## config.mk

```make
export PLATFORM = sky130hd
export DESIGN_NAME = uart_mem_loader
export DESIGN_NICKNAME = d
export VERILOG_FILES = /design/src/rtl/uart_loader_pkg.sv /design/src/rtl/uart_mem_loader_word_assembler.sv /design/src/rtl/uart_mem_loader.sv
export SDC_FILE = /design/constraint.sdc
export NUM_CORES = 1
export LEC_CHECK = 0
export ABC_CLOCK_PERIOD_IN_PS = 12170
export CORE_UTILIZATION = 27
export DETAILED_ROUTE_END_ITERATION = 12
export SETUP_SLACK_MARGIN = 0.3
export SLEW_MARGIN = 20
export SYNTH_ARGS = -nofsm -noshare
export SYNTH_HDL_FRONTEND = slang
export SYNTH_SLANG_ARGS = --single-unit
export TNS_END_PERCENT = 10
```

## constraint.sdc

```tcl
create_clock -name clk -period 12.17 [get_ports clk]
set_clock_uncertainty 0.1 [all_clocks]
set_input_delay 3.651 -clock clk [delete_from_list [all_inputs] [get_ports clk]]
set_output_delay 3.651 -clock clk [all_outputs]
set_load 0.005 [all_outputs]
```

## src/rtl/uart_loader_pkg.sv

```systemverilog
// ---------------------------------------------------------------------------
// uart_loader_pkg
// Shared definitions for the UART boot-time memory loader: FSM state
// encoding, word geometry, and the timer width helper.
// ---------------------------------------------------------------------------
package uart_loader_pkg;

   typedef enum logic [2:0] {
      S_LEN_LO = 3'd0,
      S_LEN_HI = 3'd1,
      S_DATA   = 3'd2,
      S_DONE   = 3'd3,
      S_ERR    = 3'd4
   } state_t;

   localparam int BYTES_PER_WORD = 4;
   localparam int ADDR_STEP      = 4;

   // Width needed for a timer that must be able to hold the value 'cycles'.
   function automatic int timer_width(input int cycles);
      return (cycles < 1) ? 1 : $clog2(cycles + 1);
   endfunction

endpackage

```

## src/rtl/uart_mem_loader_word_assembler.sv

```systemverilog
// ---------------------------------------------------------------------------
// word_assembler
// 8->32 little-endian assembler. Bytes shift in from the top so the first
// byte of a word ends up in bits [7:0]. The word and word_valid are
// presented combinationally in the cycle the 4th byte is strobed; the
// caller registers them into its own write stage.
// Ports:
//   i_clk, i_rst   clock, async active-high reset
//   i_clr          drop any partial word, counter back to 0 (wins over i_en)
//   i_en           accept i_byte this cycle
//   i_byte         incoming byte
//   o_word         assembled word (meaningful when o_word_valid=1)
//   o_word_valid   1 in the cycle the 4th byte of a word is accepted
// ---------------------------------------------------------------------------
module word_assembler
   import uart_loader_pkg::*;
(
   input  logic        i_clk,
   input  logic        i_rst,
   input  logic        i_clr,
   input  logic        i_en,
   input  logic [7:0]  i_byte,
   output logic [31:0] o_word,
   output logic        o_word_valid
);

   logic [1:0]  r_cnt;
   logic [31:0] r_shift;
   logic        w_take;

   assign w_take       = i_en & ~i_clr;
   assign o_word_valid = w_take & (r_cnt == 2'(BYTES_PER_WORD - 1));
   assign o_word       = {i_byte, r_shift[31:8]};

   always_ff @(posedge i_clk or posedge i_rst) begin
      if (i_rst) begin
         r_cnt   <= 2'd0;
         r_shift <= 32'd0;
      end else if (i_clr) begin
         r_cnt   <= 2'd0;
         r_shift <= 32'd0;
      end else if (w_take) begin
         r_shift <= {i_byte, r_shift[31:8]};
         r_cnt   <= r_cnt + 2'd1;   // wraps 3->0 at the end of each word
      end
   end

endmodule

```

## src/rtl/uart_mem_loader.sv

```systemverilog
// ---------------------------------------------------------------------------
// uart_mem_loader
// Boot-time loader: receives LEN_LO, LEN_HI (word count N) then N*4 bytes
// and writes little-endian words through the CPU external memory port while
// holding the CPU in reset. Releases the CPU once all N words are written.
// Ports:
//   clk, reset      system clock, async active-high reset
//   rx_data         received byte, qualified by rx_valid
//   rx_valid        one-cycle strobe per byte, always consumed
//   load_req        one-cycle pulse: abort and restart loading
//   cpu_reset       CPU reset, 1 unless the image is completely loaded
//   Ext_MemWrite    one-cycle write strobe
//   Ext_WriteData   assembled word
//   Ext_DataAdr     byte address of the current word
//   load_done       level, image loaded
//   load_err        level, length or timeout error
//   words_loaded    words written in the current frame
// ---------------------------------------------------------------------------
module uart_mem_loader
   import uart_loader_pkg::*;
#(
   parameter logic [31:0] BASE_ADDR      = 32'h0000_0000,
   parameter int          MAX_WORDS      = 64,
   parameter int          TIMEOUT_CYCLES = 1_000_000
) (
   input  logic        clk,
   input  logic        reset,
   input  logic [7:0]  rx_data,
   input  logic        rx_valid,
   input  logic        load_req,
   output logic        cpu_reset,
   output logic        Ext_MemWrite,
   output logic [31:0] Ext_WriteData,
   output logic [31:0] Ext_DataAdr,
   output logic        load_done,
   output logic        load_err,
   output logic [15:0] words_loaded
);

   localparam int TW = timer_width(TIMEOUT_CYCLES);

   state_t        r_state, w_next;
   logic [7:0]    r_len_lo;
   logic [15:0]   r_len;
   logic [TW-1:0] r_timer;
   logic          r_memwrite;
   logic [31:0]   r_wdata;
   logic [31:0]   r_adr;
   logic [15:0]   r_words;

   logic [15:0]   w_n;
   logic          w_timeout;
   logic          w_last_wr;
   logic          w_timed;
   logic          w_asm_clr;
   logic          w_asm_en;
   logic [31:0]   w_word;
   logic          w_word_valid;

   assign w_n       = {rx_data, r_len_lo};
   assign w_timed   = (r_state == S_LEN_HI) || (r_state == S_DATA);
   assign w_timeout = (r_timer == TW'(TIMEOUT_CYCLES));
   // The write currently on the bus is the N-th one of the frame.
   assign w_last_wr = r_memwrite && ((r_words + 16'd1) == r_len);

   // Assembler only runs in DATA; leaving DATA (or a restart) drops any
   // partial word so it can never be written later.
   assign w_asm_clr = load_req || (r_state != S_DATA);
   assign w_asm_en  = rx_valid && (r_state == S_DATA);

   word_assembler u_asm (
      .i_clk        (clk),
      .i_rst        (reset),
      .i_clr        (w_asm_clr),
      .i_en         (w_asm_en),
      .i_byte       (rx_data),
      .o_word       (w_word),
      .o_word_valid (w_word_valid)
   );

   // ---------------- FSM ----------------
   always_ff @(posedge clk or posedge reset) begin
      if (reset) r_state <= S_LEN_LO;
      else       r_state <= w_next;
   end

   always_comb begin
      w_next = r_state;
      if (load_req) begin
         w_next = S_LEN_LO;
      end else begin
         case (r_state)
            S_LEN_LO: if (rx_valid) w_next = S_LEN_HI;
            S_LEN_HI: begin
               if (rx_valid) begin
                  if (w_n > 16'(MAX_WORDS)) w_next = S_ERR;
                  else if (w_n == 16'd0)    w_next = S_DONE;
                  else                      w_next = S_DATA;
               end else if (w_timeout) begin
                  w_next = S_ERR;
               end
            end
            S_DATA: begin
               // Completion takes priority; DONE lands the cycle after the
               // last write pulse so cpu_reset never drops during a write.
               if (w_last_wr)                   w_next = S_DONE;
               else if (!rx_valid && w_timeout) w_next = S_ERR;
            end
            S_DONE:  w_next = S_DONE;
            S_ERR:   w_next = S_ERR;
            default: w_next = S_LEN_LO;
         endcase
      end
   end

   // ---------------- inter-byte timer ----------------
   always_ff @(posedge clk or posedge reset) begin
      if (reset) begin
         r_timer <= '0;
      end else if (rx_valid || (w_next != r_state) || !w_timed) begin
         r_timer <= '0;
      end else if (!w_timeout) begin
         r_timer <= r_timer + 1'b1;
      end
   end

   // ---------------- length, write stage, address ----------------
   always_ff @(posedge clk or posedge reset) begin
      if (reset) begin
         r_len_lo   <= 8'd0;
         r_len      <= 16'd0;
         r_memwrite <= 1'b0;
         r_wdata    <= 32'd0;
         r_adr      <= BASE_ADDR;
         r_words    <= 16'd0;
      end else if (load_req) begin
         // Cancels a write pulse that would otherwise fire next cycle.
         r_memwrite <= 1'b0;
         r_adr      <= BASE_ADDR;
         r_words    <= 16'd0;
      end else begin
         if ((r_state == S_LEN_LO) && rx_valid) r_len_lo <= rx_data;
         if ((r_state == S_LEN_HI) && rx_valid) r_len    <= w_n;

         // Separate write register: the assembler is free to take the next
         // byte during the write cycle.
         r_memwrite <= w_word_valid;
         if (w_word_valid) r_wdata <= w_word;

         // Address/count advance the cycle after the pulse, so the address
         // is stable for the whole write cycle.
         if (r_memwrite) begin
            r_adr   <= r_adr + 32'(ADDR_STEP);
            r_words <= r_words + 16'd1;
         end
      end
   end

   assign cpu_reset     = (r_state != S_DONE);
   assign load_done     = (r_state == S_DONE);
   assign load_err      = (r_state == S_ERR);
   assign Ext_MemWrite  = r_memwrite;
   assign Ext_WriteData = r_wdata;
   assign Ext_DataAdr   = r_adr;
   assign words_loaded  = r_words;

endmodule

```

==> results of run 1 <==
-- path summary, 6_finish.rpt --
| path | depth (start not counted) | slack (ns) | to | from |
|---|---|---|---|---|
| min reg2reg | 1 | 0.41 | Ext_WriteData[31] | Ext_WriteData[31] |
| min in group asynchronous | 2 | 3.65 | Ext_DataAdr[11] | reset |
| max reg2reg | 8 | 9.08 | r_timer[11] | words_loaded[0] |
| max | 8 | 6.07 | r_timer[11] | load_req |
| max in group asynchronous | 3 | 6.95 | r_len_lo[4] | reset |
| min | 1 | 0.41 | Ext_WriteData[31] | Ext_WriteData[31] |
-- critical path: cells and delay by family --
kind            cells  cell delay, ns
buf+inv             2            0.55
compound gates      3            0.98
simple gates        3            1.12
-- power breakdown --
group / total, mW / leakage [nW] / internal (mW) / switching [mW]
clock network: 0.517 / 0.285 / 0.292 / 0.225
logic: 0.0995 / 1.43 / 0.0482 / 0.0513
registers: 0.555 / 2.08 / 0.531 / 0.0241
-- per-stage QoR --
stage               total power [mW]  setup WS, ns  std cells  utilization, %  area (um2)
floorplan                      0.640          4.33        669               -        7480
global placement               0.663          5.64       1073            31.9        8630
detailed placement             0.664          5.59       1073            31.9        8630
CTS                             1.19          6.03       1104            34.0        9200
global route                    1.22          5.83       1104            34.0        9200
finish                          1.17          6.07       1104            34.0        9200
-- cell usage in the layout, fill, tap and decap left out, drive strengths merged, types with 5 or more instances in the layout --
cell,n
ha,5
xnor2,41
clkdlybuf4s50,91
buf,6
nand3,23
o21ai,8
nor3,34
nor2,90
nand4,20
a21oi,14
and3,11
inv,22
xor2,41
clkbuf,18
or3,10
dfrtp,152
mux2,56
nand2,36
mux2i,27
nor4,11
-- per-layer routing --
metal / part of all wire [%] / vias up
li1: - / 2484
met1: 48 / 2578
met3: 2.5 / 15
met4: 1.5 / 0
met5: 0 / -
met2: 48 / 62
-- final cells by class --
class	instances	share of cell area (%)
Clock inverter	13	1.41
Sequential cell	152	41.4
Timing Repair Buffer	97	10.3
Inverter	14	0.626
Clock buffer	18	4.77
Multi-Input combinational cell	469	36.9
Tap cell	341	4.64
-- sequential cells by signal, indices dropped and copies added, names as in the netlist --
register       cells
r_len_lo           8
u_asm.r_shift     24
r_len             16
r_state            3
Ext_DataAdr       30
u_asm.r_cnt        2
Ext_WriteData     32
r_timer           20
Ext_MemWrite       1
words_loaded      16
-- kinds of logic (layout without fill, tap and decap cells) --
kind of cell,after synthesis,after routing
xor gates and xnor gates,82,82
and+or+nand+nor,254,254
muxes,83,83
AOI/OAI and AO/OA,43,43
buffers and inverters,48,142
adders and majority gates,5,5
other,1,2
DFF,152,152
==> impl_results.md, run 1 <==
- Status: finished, final reports clean
- Total number of vias: 5,139
- Mean post-synth cell area: approximately 11 um2
- Crit path capture type: flop
- GP Congestion: 0.793
- Leakage: 3.80 nW
- Final antenna diode count: 0
- Synth warn: 0
- Unrepaired setup endpoints after global routing: false
- Yosys top cell area share: approximately 50%
- Critical path startpoint category: input pin
- CTS tree: yes
- Fin nets: 768
- Rel. slew slack: 34.3%
- Critical Path RT: 12.41 ns
- Min Hold Slack: slightly above 0.4 ns
- Seq/Total Area, Yosys: 50.9%
- Post-Syn Instances: 668
- Post_cts resized: 0
- Hold Crit Class: reg2reg
- Initial cell density of the core: 27.7%
- Routed WL: 16.5 mm
- Top post-synthesis cells by count: dfrtp_1, nor2_1, mux2_2
- Worst-path maximum fanout: 55
- Htree depth: 4
- Synthesized flop and latch total: around 150
- CP max stage cell: nand3_1
- Total clock sinks: 152
- Crit share post-route: 50.1%
- Fraction of final layout cells sized beyond drive strength 1: 17.3%
- ANT nets after route: 0
- DIE AREA: 28,400 um2
- Die span in x: between 150 and 200 um
- Vias per std cell: 4.65
- Synth Area in XOR/XNOR: 9.61%
- FF+latch area: 3800 um2
- Area Overhead vs Synth: 23.0%
- Final setup fails: 0
- Starting DRC count in detailed routing: about 330
- Post-synth EDFFs: 0
- CP cell instances: buf_2, buf_4, nor2_1, nand3_1, o32ai_1, a211o_1, a31o_2, nor3_2
- Total gr overflow: 0
- Main combinational cell family by area after synthesis: simple AND/OR/NAND/NOR gates
- CP arrival: between 6 and 7 ns
- IO Pins: 96
- Hpwl dp: 11.1 mm
- Clk_lat worst skew: 0.42 ns
- Max Slew Vio Count: 0
- Max stage delay on crit path: 0.71 ns
- Final Hold Fails: 0
- CTS buffer count: 17
- Area leader, netlist: dfrtp_1
- Worst-path clk slew: 0.06 ns
- Max-Cap Viols: 0
- Postcts setup bufs: 0
- Die extent in y: 168 um
- TNS Setup: 0 ns
- Final period demand of the worst path: 6.10 ns
- Initial antenna violation count: 0
- Most instantiated library cell after synthesis: dfrtp_1
- Async SR Flop Fraction: 100%
- Met3 Use GR: under 10%
- First-pass GRT wire length: 27.2 mm
- Vias in the first global route: 5,086
- Synth unique cells: 62
- Top FF cell, synth: dfrtp_1
- GRT Max-Usage Layer: met2
- Area contributors post-synth: dfrtp_1, mux2_2, xnor2_1, xor2_1, nor2_1
- # port buffers: between 90 and 100
- Met1 usage: 16.1%
- Row cnt: 60
- GR Layer Usage met2: a little under a fifth
- CTS Root Cell: clkbuf_16
- 1st-pass router iterations: 4
- Largest net degree at the start of global routing: 91
- WS Path Type: in2reg
- # hold bufs at CTS: 0
- Adder-Cell Fraction of Synth Area: 0.837%
- WL/cell: 14.9 um
- Max VDD drop: approximately 0.00011 V
- FILL cells: ~2,700
- Core ar.: 27,000 um2
- Compound-gate portion of the synthesized area: 4.02%
- Mux cell area share after synthesis: approximately an eighth
- Syn Std Cell Area: roughly 7500 um2
- Max Fclk: 0.164 GHz
- Residual DRC: 0
- Multi-input gate area: 3390 um2
- PwrDens: 127 nW/um2
- Worst-Margin Slew: 0.983 ns
- Total track usage: 12.1%
- Clk buf depth: 2
- Simple-gate share of the synthesized area: 18.7%
Note: power is estimated with default switching activity, not from simulation.
==> run 2, diff against run 1 <==
--- a/config.mk
+++ b/config.mk
@@ -5,7 +5,7 @@
 export SDC_FILE = /design/constraint.sdc
 export NUM_CORES = 1
 export LEC_CHECK = 0
-export ABC_CLOCK_PERIOD_IN_PS = 12170
+export ABC_CLOCK_PERIOD_IN_PS = 5600
 export CORE_UTILIZATION = 27
 export DETAILED_ROUTE_END_ITERATION = 12
 export SETUP_SLACK_MARGIN = 0.3
==> constraint.sdc (replaced) <==
create_clock -name clk -period 5.6 [get_ports clk]
set_clock_uncertainty 0.1 [all_clocks]
set_input_delay 1.68 -clock clk [delete_from_list [all_inputs] [get_ports clk]]
set_output_delay 1.68 -clock clk [all_outputs]
set_load 0.005 [all_outputs]
==> run 2 against run 1 <==
Clock power up 130%; wire length up 1.4%; power up 120%; via count up 1.1%; non-clock buffer count up 4; highest routed layer unchanged; largest cell class unchanged; sequential share of layout area down 0.43 points.
==> impl_results.md, run 2 (synthesis results as in run 1) <==
- Initial antenna violation count: 0
- Hpwl dp: 11.5 mm
- Clk buf depth: 2
- WS Path Type: reg2out
- Status: finished, final reports clean
- Place WS: roughly 1.2 ns
- Final period demand of the worst path: just under 4 ns
- CTS tree: yes
- Worst-path clk slew: 0.07 ns
- Core ar.: about 27,000 um2
- Die extent in y: roughly 170 um
- # port buffers: 93
- Unrepaired setup endpoints after global routing: false
- Final worst-path setup slack: between 1.5 and 2 ns
- Row cnt: 60
- Final Core Density: 34.4%
- Rel. slew slack: 36.8%
- Fin nets: 772
- Postcts setup bufs: 0
- DIE AREA: 28,400 um2
- # hold bufs at CTS: 0
- CP max stage cell: dfrtp_1
- Clk_lat worst skew: 0.43 ns
- Worst-Margin Slew: about 0.94 ns
- Max VDD drop: between 0.00015 and 0.0002 V
- Total clock sinks: 152
- WL/cell: 15.0 um
- CP cell instances: clkinv_1, nor2_1, nand2_1, inv_1, clkdlybuf4s50_1
- Worst-path maximum fanout: 10
- 1st-pass router iterations: 4
- Crit path capture type: output port
- Crit share post-route: a little over two thirds
- Residual DRC: 0
- Leakage: 3.83 nW
- Total gr overflow: 0
- Hold Crit Class: reg2reg
- Max Slew Vio Count: 0
- PwrDens: 281 nW/um2
- CP arrival: 2.17 ns
- CTS Root Cell: clkbuf_16
- Vias in the first global route: 5,256
- CTS buffer count: 17
- Max stage delay on crit path: 0.50 ns
- Total track usage: approximately 12%
- Max-Cap Viols: 0
- First-pass GRT wire length: 27.9 mm
- Fraction of final layout cells sized beyond drive strength 1: 17.8%
- Starting DRC count in detailed routing: approximately 280
- Final antenna diode count: 0
- Htree depth: 4
- Total number of vias: 5,195
- Critical path startpoint category: flop
- GP Congestion: 0.839
- Largest net degree at the start of global routing: 91
- Final setup fails: 0
- Initial cell density of the core: 27.7%
- IO Pins: 96
- Die span in x: 168 um
- Max FFs per register: 32
- TNS Setup: 0 ns
- Area Overhead vs Synth: 24.3%
- Vias per std cell: 4.68
- Final Hold Fails: 0
- ANT nets after route: 0
- Post_cts resized: 0
- Critical Path RT: 3.82 ns
- Routed WL: 16.7 mm
- Commonest non-fill, non-tap cell in the layout: dfrtp_1
- Max Fclk: 0.253 GHz
- Most frequent cells in the layout: dfrtp_1, clkdlybuf4s50_1, nor2_1
## run 2: changes by cell type in the layout (fill, tap and decap cells not counted)
cell / previous run / this run
buf_12: 0 / 1
buf_4: 4 / 7
clkbuf_8: 1 / 0
clkinv_2: 2 / 0
clkinv_4: 1 / 0
clkinv_8: 0 / 5
clkinvlp_4: 0 / 3
inv_6: 9 / 2
inv_8: 1 / 5
## run 2: metal layers
layer	global-route usage, %	vias to the layer above	share of wire [%]
met5	0	-	0
met4	5.26	0	2.6
met3	2.89	25	2.7
met2	20.0	79	48
met1	15.7	2589	47
li1	-	2502	-
## run 2: worst max-delay path, delay by kind of cell (launching register included)
kind          cells  cell delay [ns]
flops             1             0.50
buf+inv           3             0.90
simple gates      2             0.34
## run 2: where the power goes
group          switching [mW]  internal (mW)  leakage (nW)
clock network           0.544          0.647         0.298
registers              0.0526           1.15          2.08
logic                   0.111          0.106          1.45
total                   0.707           1.91          3.83
## run 2: layout make-up
| class | count | area (um2) |
|---|---|---|
| fill | 2712 | 17700 |
| clock buffer | 17 | 425 |
| inverter | 14 | 56.3 |
| sequential | 152 | 3800 |
| multi-input combinational | 469 | 3390 |
| tap | 341 | 427 |
| clock inverter | 15 | 200 |
| timing repair buffer | 101 | 993 |
## run 2: per-stage QoR
step / total power, mW / instance area [um2] / hold slack, ns / std cells
global placement: 1.44 / 8670 / 0.392 / 1077
CTS: 2.65 / 9300 / 0.411 / 1109
floorplan: 1.39 / 7480 / 0.379 / 669
global route: 2.72 / 9300 / 0.429 / 1109
detailed placement: 1.45 / 8670 / 0.389 / 1077
finish: 2.61 / 9300 / 0.406 / 1109
## run 2: path summary, 6_finish.rpt
check / start / endpoint / slack (ns) / depth (start not counted)
worst max-delay path: r_state[0] / load_done / 1.65 / 5
worst min-delay path: Ext_WriteData[11] / Ext_WriteData[11] / 0.41 / 1
worst max register to register: words_loaded[0] / r_timer[4] / 2.50 / 8
worst min register to register: Ext_WriteData[11] / Ext_WriteData[11] / 0.41 / 1
max in group asynchronous: reset / r_len_lo[7] / 2.91 / 3
min in group asynchronous: reset / Ext_DataAdr[5] / 1.60 / 2
